**config.mk**
```make
export PLATFORM = sky130hd
export DESIGN_NAME = dmem_arbiter
export DESIGN_NICKNAME = d
export VERILOG_FILES = /design/src/rtl/dmem_arbiter_pkg.sv /design/src/rtl/dmem_arbiter_rr_arb2.sv /design/src/rtl/dmem_arbiter.sv
export SDC_FILE = /design/constraint.sdc
export NUM_CORES = 1
export LEC_CHECK = 0
export CAP_MARGIN = 10
export CORE_ASPECT_RATIO = 2
export CORE_MARGIN = 2
export CORE_UTILIZATION = 38
export CTS_BUF_LIST = sky130_fd_sc_hd__clkbuf_4 sky130_fd_sc_hd__clkbuf_8 sky130_fd_sc_hd__clkbuf_16
export CTS_CLUSTER_SIZE = 25
export DETAILED_ROUTE_END_ITERATION = 7
export GPL_ROUTABILITY_DRIVEN = 0
export PLACE_DENSITY = 0.8
export SYNTH_ARGS = -nofsm -noshare
export SYNTH_HDL_FRONTEND = slang
export SYNTH_SLANG_ARGS = --single-unit
export TNS_END_PERCENT = 10
```
**constraint.sdc**
```tcl
create_clock -name clk -period 2.75 [get_ports clk]
set_clock_uncertainty 0.2 [all_clocks]
set_input_delay 0.55 -clock clk [delete_from_list [all_inputs] [get_ports clk]]
set_output_delay 0.55 -clock clk [all_outputs]
set_load 0.01 [all_outputs]
```
**src/rtl/dmem_arbiter_pkg.sv**
```systemverilog
// Shared encodings for the data-memory arbiter: FSM states, full byte-enable
// constant, requester IDs and the byte-lane merge used by partial writes.
package dmem_arbiter_pkg;

  typedef enum logic [0:0] {
    DMEM_ARB_IDLE   = 1'b0,
    DMEM_ARB_RMW_WR = 1'b1
  } state_e;

  localparam logic [3:0] DMEM_BE_FULL = 4'hF;
  localparam logic       M0           = 1'b0;
  localparam logic       M1           = 1'b1;

  // Lane i comes from wdata when be[i] is set, otherwise from the current word.
  function automatic logic [31:0] be_merge(input logic [31:0] wdata,
                                           input logic [31:0] rdata,
                                           input logic [3:0]  be);
    logic [31:0] res;
    res = rdata;
    for (int i = 0; i < 4; i++) begin
      if (be[i]) res[8*i +: 8] = wdata[8*i +: 8];
    end
    return res;
  endfunction

endpackage

```
**src/rtl/dmem_arbiter_rr_arb2.sv**
```systemverilog
// Two-way round-robin picker; define DMEM_ARB_FIXED_PRIO_EN to make m0 always
// win ties (the rr_last register then disappears).
module dmem_arbiter_rr_arb2
  import dmem_arbiter_pkg::*;
(
  input  logic       clk,
  input  logic       rst_n,
  input  logic [1:0] req_i,
  input  logic       en_i,
  output logic [1:0] gnt_o,
  output logic       win_o
);

`ifdef DMEM_ARB_FIXED_PRIO_EN
  always_comb begin
    win_o = req_i[0] ? M0 : M1;
  end
`else
  logic rr_last_q;

  // A lone request wins outright; a tie goes to whoever was not granted last.
  always_comb begin
    if (req_i == 2'b11) win_o = ~rr_last_q;
    else if (req_i[1])  win_o = M1;
    else                win_o = M0;
  end

  always_ff @(posedge clk or negedge rst_n) begin
    if (!rst_n)         rr_last_q <= M1;
    else if (|gnt_o)    rr_last_q <= win_o;
  end
`endif

  assign gnt_o[0] = en_i & req_i[0] & (win_o == M0);
  assign gnt_o[1] = en_i & req_i[1] & (win_o == M1);

endmodule

```
**src/rtl/dmem_arbiter.sv**
```systemverilog
// Two-requester arbiter in front of a single-port data memory; partial writes
// become a two-cycle read-modify-write. Optional macro: DMEM_ARB_FIXED_PRIO_EN.
module dmem_arbiter
  import dmem_arbiter_pkg::*;
#(
  parameter int AW = 32,
  parameter int DW = 32
) (
  input  logic          clk,
  input  logic          rst_n,
  input  logic          m0_req,
  input  logic          m0_we,
  input  logic [AW-1:0] m0_addr,
  input  logic [DW-1:0] m0_wdata,
  input  logic [3:0]    m0_be,
  output logic          m0_gnt,
  output logic          m0_rvalid,
  output logic [DW-1:0] m0_rdata,
  input  logic          m1_req,
  input  logic          m1_we,
  input  logic [AW-1:0] m1_addr,
  input  logic [DW-1:0] m1_wdata,
  input  logic [3:0]    m1_be,
  output logic          m1_gnt,
  output logic          m1_rvalid,
  output logic [DW-1:0] m1_rdata,
  output logic [AW-1:0] mem_addr,
  output logic [DW-1:0] mem_wd,
  output logic          mem_we,
  input  logic [DW-1:0] mem_rd,
  output state_e        dbg_state_o
);

  // Handshake: a requester holds req and its payload until it sees a one-cycle
  // gnt; a read returns one cycle later as a one-cycle rvalid with rdata.
  localparam logic [AW-1:0] ALIGN_MASK = ~AW'(3);

  state_e        state_q, state_d;
  logic [1:0]    gnt;
  logic          win;
  logic          w_we;
  logic [AW-1:0] w_addr;
  logic [DW-1:0] w_wdata;
  logic [3:0]    w_be;
  logic [AW-1:0] rmw_addr_q, rmw_addr_d;
  logic [DW-1:0] merge_q, merge_d;
  logic          rd_go;
  logic [1:0]    rvalid_q;
  logic [DW-1:0] m0_rdata_q, m1_rdata_q;

  dmem_arbiter_rr_arb2 u_arb (
    .clk   (clk),
    .rst_n (rst_n),
    .req_i ({m1_req, m0_req}),
    .en_i  (state_q == DMEM_ARB_IDLE),
    .gnt_o (gnt),
    .win_o (win)
  );

  always_comb begin
    w_we    = (win == M1) ? m1_we    : m0_we;
    w_addr  = (win == M1) ? m1_addr  : m0_addr;
    w_wdata = (win == M1) ? m1_wdata : m0_wdata;
    w_be    = (win == M1) ? m1_be    : m0_be;
  end

  always_comb begin
    state_d    = state_q;
    rmw_addr_d = rmw_addr_q;
    merge_d    = merge_q;
    rd_go      = 1'b0;
    mem_we     = 1'b0;
    mem_addr   = m0_addr & ALIGN_MASK;
    mem_wd     = merge_q;
    case (state_q)
      DMEM_ARB_IDLE: begin
        if (|gnt) begin
          mem_addr = w_addr & ALIGN_MASK;
          if (!w_we) begin
            rd_go = 1'b1;
          end else if (w_be == DMEM_BE_FULL) begin
            mem_we = 1'b1;
            mem_wd = w_wdata;
          end else if (w_be != 4'h0) begin
            // The grant cycle doubles as the read half of the RMW.
            rmw_addr_d = w_addr & ALIGN_MASK;
            merge_d    = be_merge(w_wdata, mem_rd, w_be);
            state_d    = DMEM_ARB_RMW_WR;
          end
        end
      end
      DMEM_ARB_RMW_WR: begin
        mem_we   = 1'b1;
        mem_addr = rmw_addr_q;
        mem_wd   = merge_q;
        state_d  = DMEM_ARB_IDLE;
      end
      default: state_d = DMEM_ARB_IDLE;
    endcase
  end

  always_ff @(posedge clk or negedge rst_n) begin
    if (!rst_n) begin
      state_q    <= DMEM_ARB_IDLE;
      rmw_addr_q <= '0;
      merge_q    <= '0;
      rvalid_q   <= 2'b00;
      m0_rdata_q <= '0;
      m1_rdata_q <= '0;
    end else begin
      state_q    <= state_d;
      rmw_addr_q <= rmw_addr_d;
      merge_q    <= merge_d;
      rvalid_q   <= {rd_go & (win == M1), rd_go & (win == M0)};
      if (rd_go && win == M0) m0_rdata_q <= mem_rd;
      if (rd_go && win == M1) m1_rdata_q <= mem_rd;
    end
  end

  assign m0_gnt      = gnt[0];
  assign m1_gnt      = gnt[1];
  assign m0_rvalid   = rvalid_q[0];
  assign m1_rvalid   = rvalid_q[1];
  assign m0_rdata    = m0_rdata_q;
  assign m1_rdata    = m1_rdata_q;
  assign dbg_state_o = state_q;

endmodule
```
* After elaboration in Yosys (flattened, before gate mapping) *
Cells that the tools add are included.

operators by class
  reduce and logical (&&, ||, !) cells = 5
  bitwise logic cells = 10
  mux-type cells = 28
  eq/ne operators = 2

operators by type and width
  operator                               count
  2-to-1 mux 32 bit                      6
  one-hot mux 32 bit (2 select lines)    2
  2-to-1 mux 8 bit                       4
  2-to-1 mux 1 bit                       13
  bitwise AND 1 bit                      6
  AND reduction 5 bit                    1
  == test 4 bit (second input constant)  1
  2-to-1 mux 4 bit                       1
  inverter 1 bit                         4
  one-hot mux 1 bit (2 select lines)     2
  nonzero test 4 bit                     1
  == test 2 bit (second input constant)  1
  logical AND 1 bit                      2
  OR reduction 2 bit                     1

storage, ports and cells
  flip-flop bits (word level) = 130
  logic and storage cells = 52
  output and inout port bits = 134
  input bits = 174

* Longest topological paths before layout *
Gate-level depths: netlist (run 1).

  depth after elaboration = 9
  gate-level depth with buffers = 6
  gate-level depth less buffers = 4

* Cells and area by module *
From an unflattened synthesis (run 1), not the netlist that was laid out.

second synthesis, totals
  cells, all modules = 536
  area, all modules = 7115.6 um2

by module, submodules not included
  module                seq. area each (um2)  times used  area each (um2)  cells each
  dmem_arbiter          3228.1                1           7049.3           529
  dmem_arbiter_rr_arb2  26.3                  1           66.3             7

* Worst setup path before layout (run 1) *
OpenSTA, ideal clock, no wires.

  kind = in2out
  start point = input m1_req
  end point = output mem_wd[10]
  slack = -0.022 ns
  stages = 5
  data arrival time = 2.022 ns
  buffers on the path = 1
  cell sequence = a21boi_4 mux2_2 nor3_2 buf_2 mux2_2

between the ends
  word-level cells in the longest chain between the ends = 8
  elaborated cells on any way between the ends = 16
  classes of those cells = 2 x eq/ne; 9 x mux; 4 x bitwise; 1 x reduce/logical

ends and longest elaborated chain
  item                                                      RTL line                                                source
  start, declared                                           dmem_arbiter.sv:19                                      input logic m1_req,
  == test 2 bit / 2-to-1 mux 1 bit (equally long branches)  dmem_arbiter_rr_arb2.sv:23, dmem_arbiter_rr_arb2.sv:24
  2-to-1 mux 1 bit                                          dmem_arbiter_rr_arb2.sv:23                              if (req_i == 2'b11) win_o = ~rr_last_q;
  2-to-1 mux 4 bit                                          dmem_arbiter.sv:64                                      w_be = (win == M1) ? m1_be : m0_be;
  == test 4 bit                                             dmem_arbiter.sv:81                                      end else if (w_be == DMEM_BE_FULL) begin
  2-to-1 mux 32 bit                                         dmem_arbiter.sv:81
  2-to-1 mux 32 bit                                         dmem_arbiter.sv:79                                      if (!w_we) begin
  2-to-1 mux 32 bit *                                       dmem_arbiter.sv:77                                      if (|gnt) begin
  one-hot mux 32 bit (2 select lines) *                     dmem_arbiter.sv:75                                      case (state_q)
  end, declared                                             dmem_arbiter.sv:28                                      output logic [DW-1:0] mem_wd,

Every way passes the cells marked *; elsewhere a longest branch is shown, timed or not.

* Final worst setup path (run 1) *
  start point = register u_arb.rr_last_q
  end point = output mem_wd[7]

between the ends
  word-level cells in the longest chain between the ends = 8
  elaborated cells on any way between the ends = 14
  classes of those cells = 1 x eq/ne; 8 x mux; 4 x bitwise; 1 x reduce/logical

ends and longest elaborated chain
  item                                   RTL line                    source
  start, declared                        dmem_arbiter_rr_arb2.sv:19  logic rr_last_q;
  start signal, assigned                 dmem_arbiter_rr_arb2.sv:30  else if (|gnt_o) rr_last_q <= win_o;
  inverter 1 bit *                       dmem_arbiter_rr_arb2.sv:23
  2-to-1 mux 1 bit *                     dmem_arbiter_rr_arb2.sv:23
  2-to-1 mux 4 bit                       dmem_arbiter.sv:64
  == test 4 bit                          dmem_arbiter.sv:81
  2-to-1 mux 32 bit                      dmem_arbiter.sv:81
  2-to-1 mux 32 bit                      dmem_arbiter.sv:79
  2-to-1 mux 32 bit *                    dmem_arbiter.sv:77
  one-hot mux 32 bit (2 select lines) *  dmem_arbiter.sv:75

Marked as above.

==> results.toml, run 1 <==
[detailed_routing]
ant_nets = 0
wl_per_cell_um = 21.78
wl_met1_um = 7376
vias_per_cell = 5.127
drc_errors = 0
top_layer_used = "met4"
first_pass_iters = 4
wl_met3_um = 1177
dr_wl_met2_um = 13020
num_vias = 5306
drt-total-wl_um = 22540
dr.first_iter.drc_count = 110

[synth]
synthXorXnorAreaFrac = 0
syn_area_per_cell_um2 = 14.71
synthMuxAreaShare = 0.4759
netlist_area_mm2 = 0.006870
ys_ff_latch = 130
synth_simple_gate_area_frac = 0.01293
synth_compound_area_frac = 0.008377
synthAdderAreaFrac = 0
synth-seq-area-share = 0.4737
synthCells = 467
ys_warn_count = 0
synth_top_family_by_area = "multiplexers"
synth.distinct_cells = 25

[die]
fp-row-count = 69
io_pins = 308
fp.dieArea_mm2 = 0.01924
start_util = 0.3863
dieHeight_um = 194.2
die_w_um = 99.08
core_mm2 = 0.01778

[pwr]
power_density_mw_per_mm2 = 865.9
ir_drop_mv = 0.5310
leakagePower_uw = 0.004787

[placement]
hpwl_um = 16190
io_buffers = 301
placed_cell_area_mm2 = 0.01030
post-place-ws_ns = -0.9572
placed_cells = 983

[timing]
fin_crit_sh = 1.139
finalHoldViolations = 0
rsz0062_at_grt = "yes"
drv_slew = 0
fin_ws_ns = -0.3833
tns_ns = -15.46
max_freq_mhz = 319.2
min_period_ns = 3.133
finalSetupViolCount = 64

[worst_hold_path]
min_from = "rmw_addr_q[16]"
holdPathEnd = "rmw_addr_q[16]"
min_path_cells = 1
worstHoldPathType = "reg2reg"

[global_routing]
track_usage = 0.2311
grt_overflow = 0
grt_pass1_wl_um = 34020
antenna_found_initial = 0
grt_pass1_vias = 6061
grt_max_degree = 72

[critical_path]
end_kind = "output pin"
path_class = "reg2out"
path_cells = "a21boi_4 -> mux2_4 -> nor3_4 -> buf_12 -> buf_4 -> buf_16 -> mux2_4 -> buf_6"
slowest_stage = "dfstp_2"
cp_common_cell = "mux2_4"
cp_top_family = "multiplexers"
critPathRequiredTime_ns = 2.00
startpoint_type = "flip-flop"
reg2reg_depth = 7
critPathArrivalTime_ns = 2.38
r2r-end = "merge_q[27]"
reg2reg_slack_ns = 0.14
slowest_delay_ns = 0.56
path_buf_inv = 4
reg2reg_from = "u_arb.rr_last_q"
path_max_fanout = 4

[finish]
drive_gt1_frac = 0.4988
layout_commonest_cell = "clkdlybuf4s50_1"
final_cell_count_no_fill = 1035
areaGrowthSynthToFinish_pct = 64.94
n_antenna_cell = 0
num-nets-final = 984
layout_common_cells = "226 x clkdlybuf4s50_1, 213 x mux2_2, 129 x dfrtp_1"
fillers = 1319
fin_area_mm2 = 0.01133

[clock_tree]
clock_latency_ns = 0.41
cts-buffers-inserted = 17
h-tree-depth = 4
cts_sinks = 130
cts_tree = "yes"
clkTransAtPathRegs_ns = 0.05
cts-root-buf = "clkbuf_16"
cts_buffer_depth = 2

[status]
status = "finished, violations left"
violations = "setup timing"

[flow_run]
cap_violations = 0
==> per-stage QoR <==
step           utilization  hold WS, ns  total power [uW]
6_report            0.6372       0.2786              9812
3_3_place_gp        0.5791       0.2622              7264
2_1_floorplan            -      0.05441              5111
3_5_place_dp        0.5791       0.2690              7395
5_1_grt             0.6372       0.2983             10290
4_1_cts             0.6364       0.2819              9881
==> where the power goes <==
part	switching [uW]	internal (uW)
logic	1610	2800
registers	465	2750
clock network	836	1350
total	2920	6900
==> cells in the mapped netlist <==
| cell | instances | area [um2] |
|---|---|---|
| nor3_2 | 1 | 10.01 |
| nor3b_1 | 1 | 7.510 |
| mux2_4 | 10 | 150.1 |
| or4_1 | 2 | 15.01 |
| nand3_1 | 1 | 5.000 |
| nand2b_1 | 1 | 6.260 |
| a21boi_4 | 1 | 18.77 |
| nand4_1 | 2 | 12.51 |
| dfstp_2 | 1 | 26.28 |
| mux2_2 | 250 | 2815 |
| or2_2 | 1 | 6.260 |
| mux2_1 | 27 | 304.0 |
| buf_1 | 3 | 11.26 |
| buf_6 | 7 | 78.83 |
| a211oi_4 | 1 | 20.02 |
| nor2b_1 | 3 | 18.77 |
| clkbuf_1 | 2 | 7.510 |
| buf_2 | 16 | 80.08 |
| nand3b_1 | 1 | 7.510 |
| a32oi_1 | 1 | 8.760 |
| inv_1 | 1 | 3.750 |
| dfrtp_1 | 129 | 3228 |
| buf_4 | 2 | 15.01 |
| o21ai_0 | 2 | 10.01 |
| conb_1 | 1 | 3.750 |
==> timing repair <==
item                                   CTS  global route
setup endpoints to repair               65            64
gates resized for setup                217            84
gates cloned                             4             1
hold buffers                             1             0
setup buffers                           10             7
pin swaps                                4             3
endpoints found under the hold margin   30             0
==> flip-flops by register name (all words and copies together) (netlist names) <==
register,cells
dbg_state_o,1
m0_rdata,32
m1_rdata,32
merge_q,32
rmw_addr_q,30
rvalid_q,2
u_arb.rr_last_q,1
==> worst max-delay path by stage <==
| stage | cells past startpoint | start | slack, ns | to |
|---|---|---|---|---|
| 6_report | 8 | u_arb.rr_last_q | -0.38 | mem_wd[7] |
| 5_1_grt | 8 | u_arb.rr_last_q | -0.45 | mem_wd[15] |
| 4_1_cts | 8 | u_arb.rr_last_q | -0.58 | mem_wd[1] |
| 3_5_place_dp | 7 | m1_req | -0.96 | mem_wd[18] |
| 3_3_place_gp | 7 | m1_req | -0.89 | mem_wd[21] |
| 2_1_floorplan | 5 | m1_req | -0.02 | mem_wd[10] |
==> cell type report <==
cell class | count | area, um2 | area share
flip-flops and latches | 130 | 3254 | 0.2872
well taps | 213 | 266.5 | 0.02352
multi-input cells | 307 | 3615 | 0.3190
clock inverters | 12 | 136.4 | 0.01203
clock buffers | 19 | 440.4 | 0.03886
repair buffers | 353 | 3616 | 0.3191
inverters | 1 | 3.754 | 0.0003312
==> metal layers <==
metal | GRT usage | up-vias
li1 | - | 2411
met5 | 0 | -
met4 | 0.1071 | 0
met2 | 0.4502 | 220
met1 | 0.2257 | 2629
met3 | 0.04326 | 46
==> logic make-up (layout without fill, tap and decap cells) <==
logic type | count (synthesis) | count (layout)
other cells | 1 | 2
flops | 130 | 130
buf+inv | 31 | 385
simple gates | 13 | 13
mux | 287 | 287
compound gates | 5 | 5
Note: power is estimated with default switching activity, not from simulation.
==> run 2, diff against run 1 <==
--- a/config.mk
+++ b/config.mk
@@ -8,12 +8,12 @@
 export CAP_MARGIN = 10
 export CORE_ASPECT_RATIO = 2
 export CORE_MARGIN = 2
-export CORE_UTILIZATION = 38
+export CORE_UTILIZATION = 42
 export CTS_BUF_LIST = sky130_fd_sc_hd__clkbuf_4 sky130_fd_sc_hd__clkbuf_8 sky130_fd_sc_hd__clkbuf_16
 export CTS_CLUSTER_SIZE = 25
 export DETAILED_ROUTE_END_ITERATION = 7
 export GPL_ROUTABILITY_DRIVEN = 0
-export PLACE_DENSITY = 0.8
+export PLACE_DENSITY = 0.84
 export SYNTH_ARGS = -nofsm -noshare
 export SYNTH_HDL_FRONTEND = slang
 export SYNTH_SLANG_ARGS = --single-unit
==> constraint.sdc (replaced) <==
create_clock -name clk -period 3.1 [get_ports clk]
set_clock_uncertainty 0.2 [all_clocks]
set_input_delay 0.62 -clock clk [delete_from_list [all_inputs] [get_ports clk]]
set_output_delay 0.62 -clock clk [all_outputs]
set_load 0.01 [all_outputs]
==> run 2 against run 1 <==
  * The flow still finishes with violations (setup timing)
  * Largest power group unchanged
  * Non-clock buffer count rose by 3
  * Cell area is 0.34% lower
  * Clock power down 12%
  * Final cell count shrank 0.58%
  * Count of clock-buffer cells in the layout is 1 lower
  * Combinational power shrank 12%
==> results.toml, run 2 (synthesis results as in run 1) <==
[die]
dieHeight_um = 184.9
core_mm2 = 0.01610
io_pins = 308
die_w_um = 94.44
fp.dieArea_mm2 = 0.01746
start_util = 0.4267
fp-row-count = 66

[finish]
layout_commonest_cell = "clkdlybuf4s50_1"
layout_common_cells = "226 x clkdlybuf4s50_1, 207 x mux2_2, 128 x dfrtp_1"
areaGrowthSynthToFinish_pct = 64.38
drive_gt1_frac = 0.5115
num-nets-final = 987
n_antenna_cell = 0

[worst_hold_path]
worstHoldPathType = "in2async"

[clock_tree]
clkTransAtPathRegs_ns = 0.06
cts_buffer_depth = 2
cts_tree = "yes"
hold_buffers = 0
cts_sinks = 130
cts-root-buf = "clkbuf_16"
h-tree-depth = 4
clock_latency_ns = 0.40
cts-buffers-inserted = 17

[pwr]
power_density_mw_per_mm2 = 767.5
comb_power_share = 0.448
p_int_uw = 6081
leakagePower_uw = 0.004754
ir_drop_mv = 0.4712
seqPwrFrac = 0.329
p_clk_frac = 0.223
switchingPower_uw = 2586
netSwitchingFraction = 0.2984

[detailed_routing]
first_pass_iters = 4
wl_met1_um = 8390
drc_errors = 0
wl_per_cell_um = 21.23
top_layer_used = "met4"
dr_wl_met2_um = 10950
num_vias = 5332
drt-total-wl_um = 21850
dr.first_iter.drc_count = 172
vias_per_cell = 5.182
ant_nets = 0
wl_met3_um = 2070

[placement]
hpwl_um = 15100
post-place-ws_ns = -0.7254
io_buffers = 301

[flow_run]
cap_violations = 0

[critical_path]
path_class = "in2out"
critPathRequiredTime_ns = 2.28
end_kind = "output pin"
startpoint_type = "input pin"
path_max_fanout = 6
critPathArrivalTime_ns = 2.43

[timing]
finalHoldViolations = 0
drv_slew = 0
whs_ns = 0.1204
slew_headroom = 0.5440
max_freq_mhz = 307.5
finalSetupViolCount = 33
fin_crit_sh = 1.049
tns_ns = -4.185
worst_pin_slew_ns = 0.6840
min_period_ns = 3.252
fin_ws_ns = -0.1522
rsz0062_at_grt = "yes"

[global_routing]
antenna_found_initial = 0
grt_pass1_wl_um = 32780
grt_overflow = 0
track_usage = 0.2509
grt_max_degree = 131
grt_pass1_vias = 5820

[status]
violations = "setup timing"
status = "finished, violations left"
[run 2: cell type report]
class	instances	area, um2
repair buffers	356	3576
well taps	204	255.2
fillers	1128	4810
clock buffers	18	432.9
inverters	1	3.754
flip-flops and latches	130	3256
multi-input cells	307	3630
clock inverters	13	140.1
[run 2: repair_timing]
item	CTS	global route
pin swaps	4	3
cloned	5	0
gates resized for setup	281	59
setup buffers	11	5
setup endpoints to repair	65	61
[run 2: path summary, 6_finish.rpt]
kind | cells past startpoint | start | slack (ns) | endpoint
setup / recovery | 10 | m1_req | -0.15 | mem_wd[22]
hold reg to reg | 1 | rmw_addr_q[19] | 0.28 | rmw_addr_q[19]
max in group asynchronous | 2 | rst_n | 2.05 | dbg_state_o
hold / removal | 2 | rst_n | 0.12 | merge_q[12]
setup reg to reg | 7 | u_arb.rr_last_q | 0.53 | rmw_addr_q[16]
min in group clk | 1 | rmw_addr_q[19] | 0.28 | rmw_addr_q[19]
[run 2: critical path: stages]
cell	delay, ns
clkdlybuf4s15_2	0.20
a21boi_4	0.21
buf_6	0.12
mux2_4	0.30
nor3_4	0.14
buf_6	0.14
buf_8	0.12
buf_12	0.13
mux2_4	0.31
buf_6	0.12
[run 2: layer usage]
metal	vias to the layer above	track usage
li1	2418	-
met1	2603	0.2859
met2	283	0.4360
met3	28	0.08462
met4	0	0.08348
met5	-	0
[run 2: stage by stage]
stage / utilization / cells / cell area, um2 / power (uW)
after detailed placement: 0.6437 / 979 / 10360 / 6542
after global placement: 0.6437 / 979 / 10360 / 6430
after global routing: 0.7013 / 1029 / 11290 / 9107
after CTS: 0.7041 / 1026 / 11340 / 8713
final: 0.7013 / 1029 / 11290 / 8667
after floorplan: - / 468 / 6874 / 4534
[run 2: power by group through the flow]
stage          Combinational, uW  Clock [uW]  Sequential, uW
4_1_cts                     3910        1970            2830
3_3_place_gp                3630           0            2800
6_report                    3880        1930            2850
2_1_floorplan               1650           0            2890
5_1_grt                     4120        2050            2930
3_5_place_dp                3710           0            2840
==> run 3, diff against run 2 <==
==> constraint.sdc (replaced) <==
create_clock -name clk -period 3.18 [get_ports clk]
set_clock_uncertainty 0.2 [all_clocks]
set_input_delay 0.636 -clock clk [delete_from_list [all_inputs] [get_ports clk]]
set_output_delay 0.636 -clock clk [all_outputs]
set_load 0.01 [all_outputs]
==> run 3 against run 2 <==
  * The run still ends with setup timing left
  * Sequential cell count is the same
  * Via count up 0.49%
  * Sequential share of layout area about the same
  * Wire length down 0.32%
  * Register-to-register slack got worse by 0.05 ns
  * Power is 0.67% lower
  * Die area did not move
  * Combinational power shrank 3%
  * Critical path type unchanged
  * Critical endpoint is now mem_wd[15]
  * Largest cell class is now buffers
==> results.toml, run 3 (synthesis results as in run 1) <==
[finish]
layout_commonest_cell = "clkdlybuf4s50_1"
areaGrowthSynthToFinish_pct = 64.60
layout_common_cells = "227 x clkdlybuf4s50_1, 220 x mux2_2, 128 x dfrtp_1"
drive_gt1_frac = 0.4994
final_cell_count_no_fill = 1030
num-nets-final = 987
fin_area_mm2 = 0.01131

[detailed_routing]
wl_met3_um = 2286
drt-total-wl_um = 21780
drc_errors = 0
dr.first_iter.drc_count = 115
wl_met1_um = 8117
first_pass_iters = 4
top_layer_used = "met4"
wl_per_cell_um = 21.14
dr_wl_met2_um = 10800
vias_per_cell = 5.202
ant_nets = 0
num_vias = 5358

[worst_hold_path]
min_path_cells = 1
worstHoldPathType = "reg2reg"

[global_routing]
antenna_found_initial = 1
grt_pass1_vias = 5886
grt_max_degree = 67
grt_overflow = 0
grt_pass1_wl_um = 32780
track_usage = 0.2508

[clock_tree]
cts_sinks = 130
cts_buffer_depth = 2
clock_latency_ns = 0.41
clkTransAtPathRegs_ns = 0.06
h-tree-depth = 4
cts-root-buf = "clkbuf_16"
cts-buffers-inserted = 17
cts_tree = "yes"

[die]
core_mm2 = 0.01610
fp.dieArea_mm2 = 0.01746
start_util = 0.4267
fp-row-count = 66
die_w_um = 94.44
dieHeight_um = 184.9
io_pins = 308

[timing]
fin_crit_sh = 1.026
fin_ws_ns = -0.08271
tns_ns = -1.498
min_period_ns = 3.263
rsz0062_at_grt = "yes"
drv_slew = 0
finalSetupViolCount = 34
slew_headroom = 0.6502
finalHoldViolations = 0
worst_pin_slew_ns = 0.5247
max_freq_mhz = 306.5

[critical_path]
path_max_fanout = 4
critPathArrivalTime_ns = 2.43
critPathRequiredTime_ns = 2.34
path_class = "in2out"
end_kind = "output pin"
reg2reg_depth = 8
startpoint_type = "input pin"
path_cells = "clkdlybuf4s15_2 -> nand4_1 -> mux2_4 -> nor3_4 -> buf_6 -> buf_6 -> buf_6 -> mux2_4 -> buf_6"
slowest_stage = "mux2_4"
cp_common_cell = "buf_6"
slowest_delay_ns = 0.36

[pwr]
power_density_mw_per_mm2 = 761.3
p_clk_frac = 0.240
netSwitchingFraction = 0.2933
comb_power_share = 0.438
switchingPower_uw = 2525
leakagePower_uw = 0.004726
ir_drop_mv = 0.4431
seqPwrFrac = 0.322
p_int_uw = 6084

[status]
violations = "setup timing"
status = "finished, violations left"

[placement]
io_buffers = 301
hpwl_um = 15460
placed_cell_area_mm2 = 0.01039
placed_cells = 982

[flow_run]
cap_violations = 0
==> run 3: changes by cell type in the layout (fill, tap and decap cells not counted), moves of 3 or more <==
| cell | change |
|---|---|
| mux2_2 | +13 |
| mux2_4 | -13 |
| clkbuf_2 | -12 |
| dlygate4sd2_1 | +7 |
| clkdlybuf4s15_1 | +3 |
==> run 3: area by class of cell <==
cell class                      count  area, um2
Tap cell                          204      255.2
Antenna cell                        1      2.502
Clock buffer                       18      432.9
Multi-Input combinational cell    307       3583
Fill cell                        1133       4795
Sequential cell                   130       3256
Clock inverter                     13      185.2
Inverter                            1      3.754
Timing Repair Buffer              356       3590
==> run 3: routing by layer <==
| metal | track usage | up-vias |
|---|---|---|
| met3 | 0.08747 | 38 |
| met4 | 0.09565 | 0 |
| met1 | 0.2840 | 2612 |
| met2 | 0.4297 | 291 |
| li1 | - | 2417 |
| met5 | 0 | - |
==> run 3: per-stage QoR <==
step	hold slack (ns)	utilization	total power [uW]	worst slack, ns
3_5_place_dp	0.2720	0.6451	6388	-0.6502
4_1_cts	0.2847	0.7071	8637	-0.1289
2_1_floorplan	0.1404	-	4420	0.2361
5_1_grt	0.2961	0.7023	9036	-0.1217
6_report	0.2832	0.7023	8609	-0.08271
3_3_place_gp	0.2621	0.6451	6276	-0.6253
==> run 3: path summary, 6_finish.rpt <==
| path | from | endpoint | slack (ns) |
|---|---|---|---|
| hold / removal | rmw_addr_q[13] | rmw_addr_q[13] | 0.28 |
| hold reg to reg | rmw_addr_q[13] | rmw_addr_q[13] | 0.28 |
| setup reg to reg | u_arb.rr_last_q | rmw_addr_q[8] | 0.48 |
| min in group asynchronous | rst_n | merge_q[17] | 0.56 |
| max in group asynchronous | rst_n | dbg_state_o | 1.46 |
| setup / recovery | m0_be[1] | mem_wd[15] | -0.08 |
==> run 3: repair_timing <==
action                                  in CTS  in global routing
resized for setup                          273                 36
endpoints found under the setup margin      65                 63
pin swaps                                    4                  2
endpoints found under the hold margin        1                  0
hold buffers                                 1                  0
gates cloned                                 5                  0
setup buffers                               13                  0
==> run 3: critical path: cells and delay by family <==
family,cells,cell delay [ns]
buffers and inverters,5,0.67
multiplexers,2,0.66
AND/OR/NAND/NOR,2,0.47
==> run 3: power by group through the flow <==
| stage | sequential (uW) | clock [uW] | combinational, uW |
|---|---|---|---|
| floorplan | 2820 | 0 | 1600 |
| global route | 2860 | 2170 | 4010 |
| CTS | 2760 | 2100 | 3780 |
| detailed placement | 2760 | 0 | 3630 |
| global placement | 2730 | 0 | 3550 |
| finish | 2780 | 2060 | 3770 |
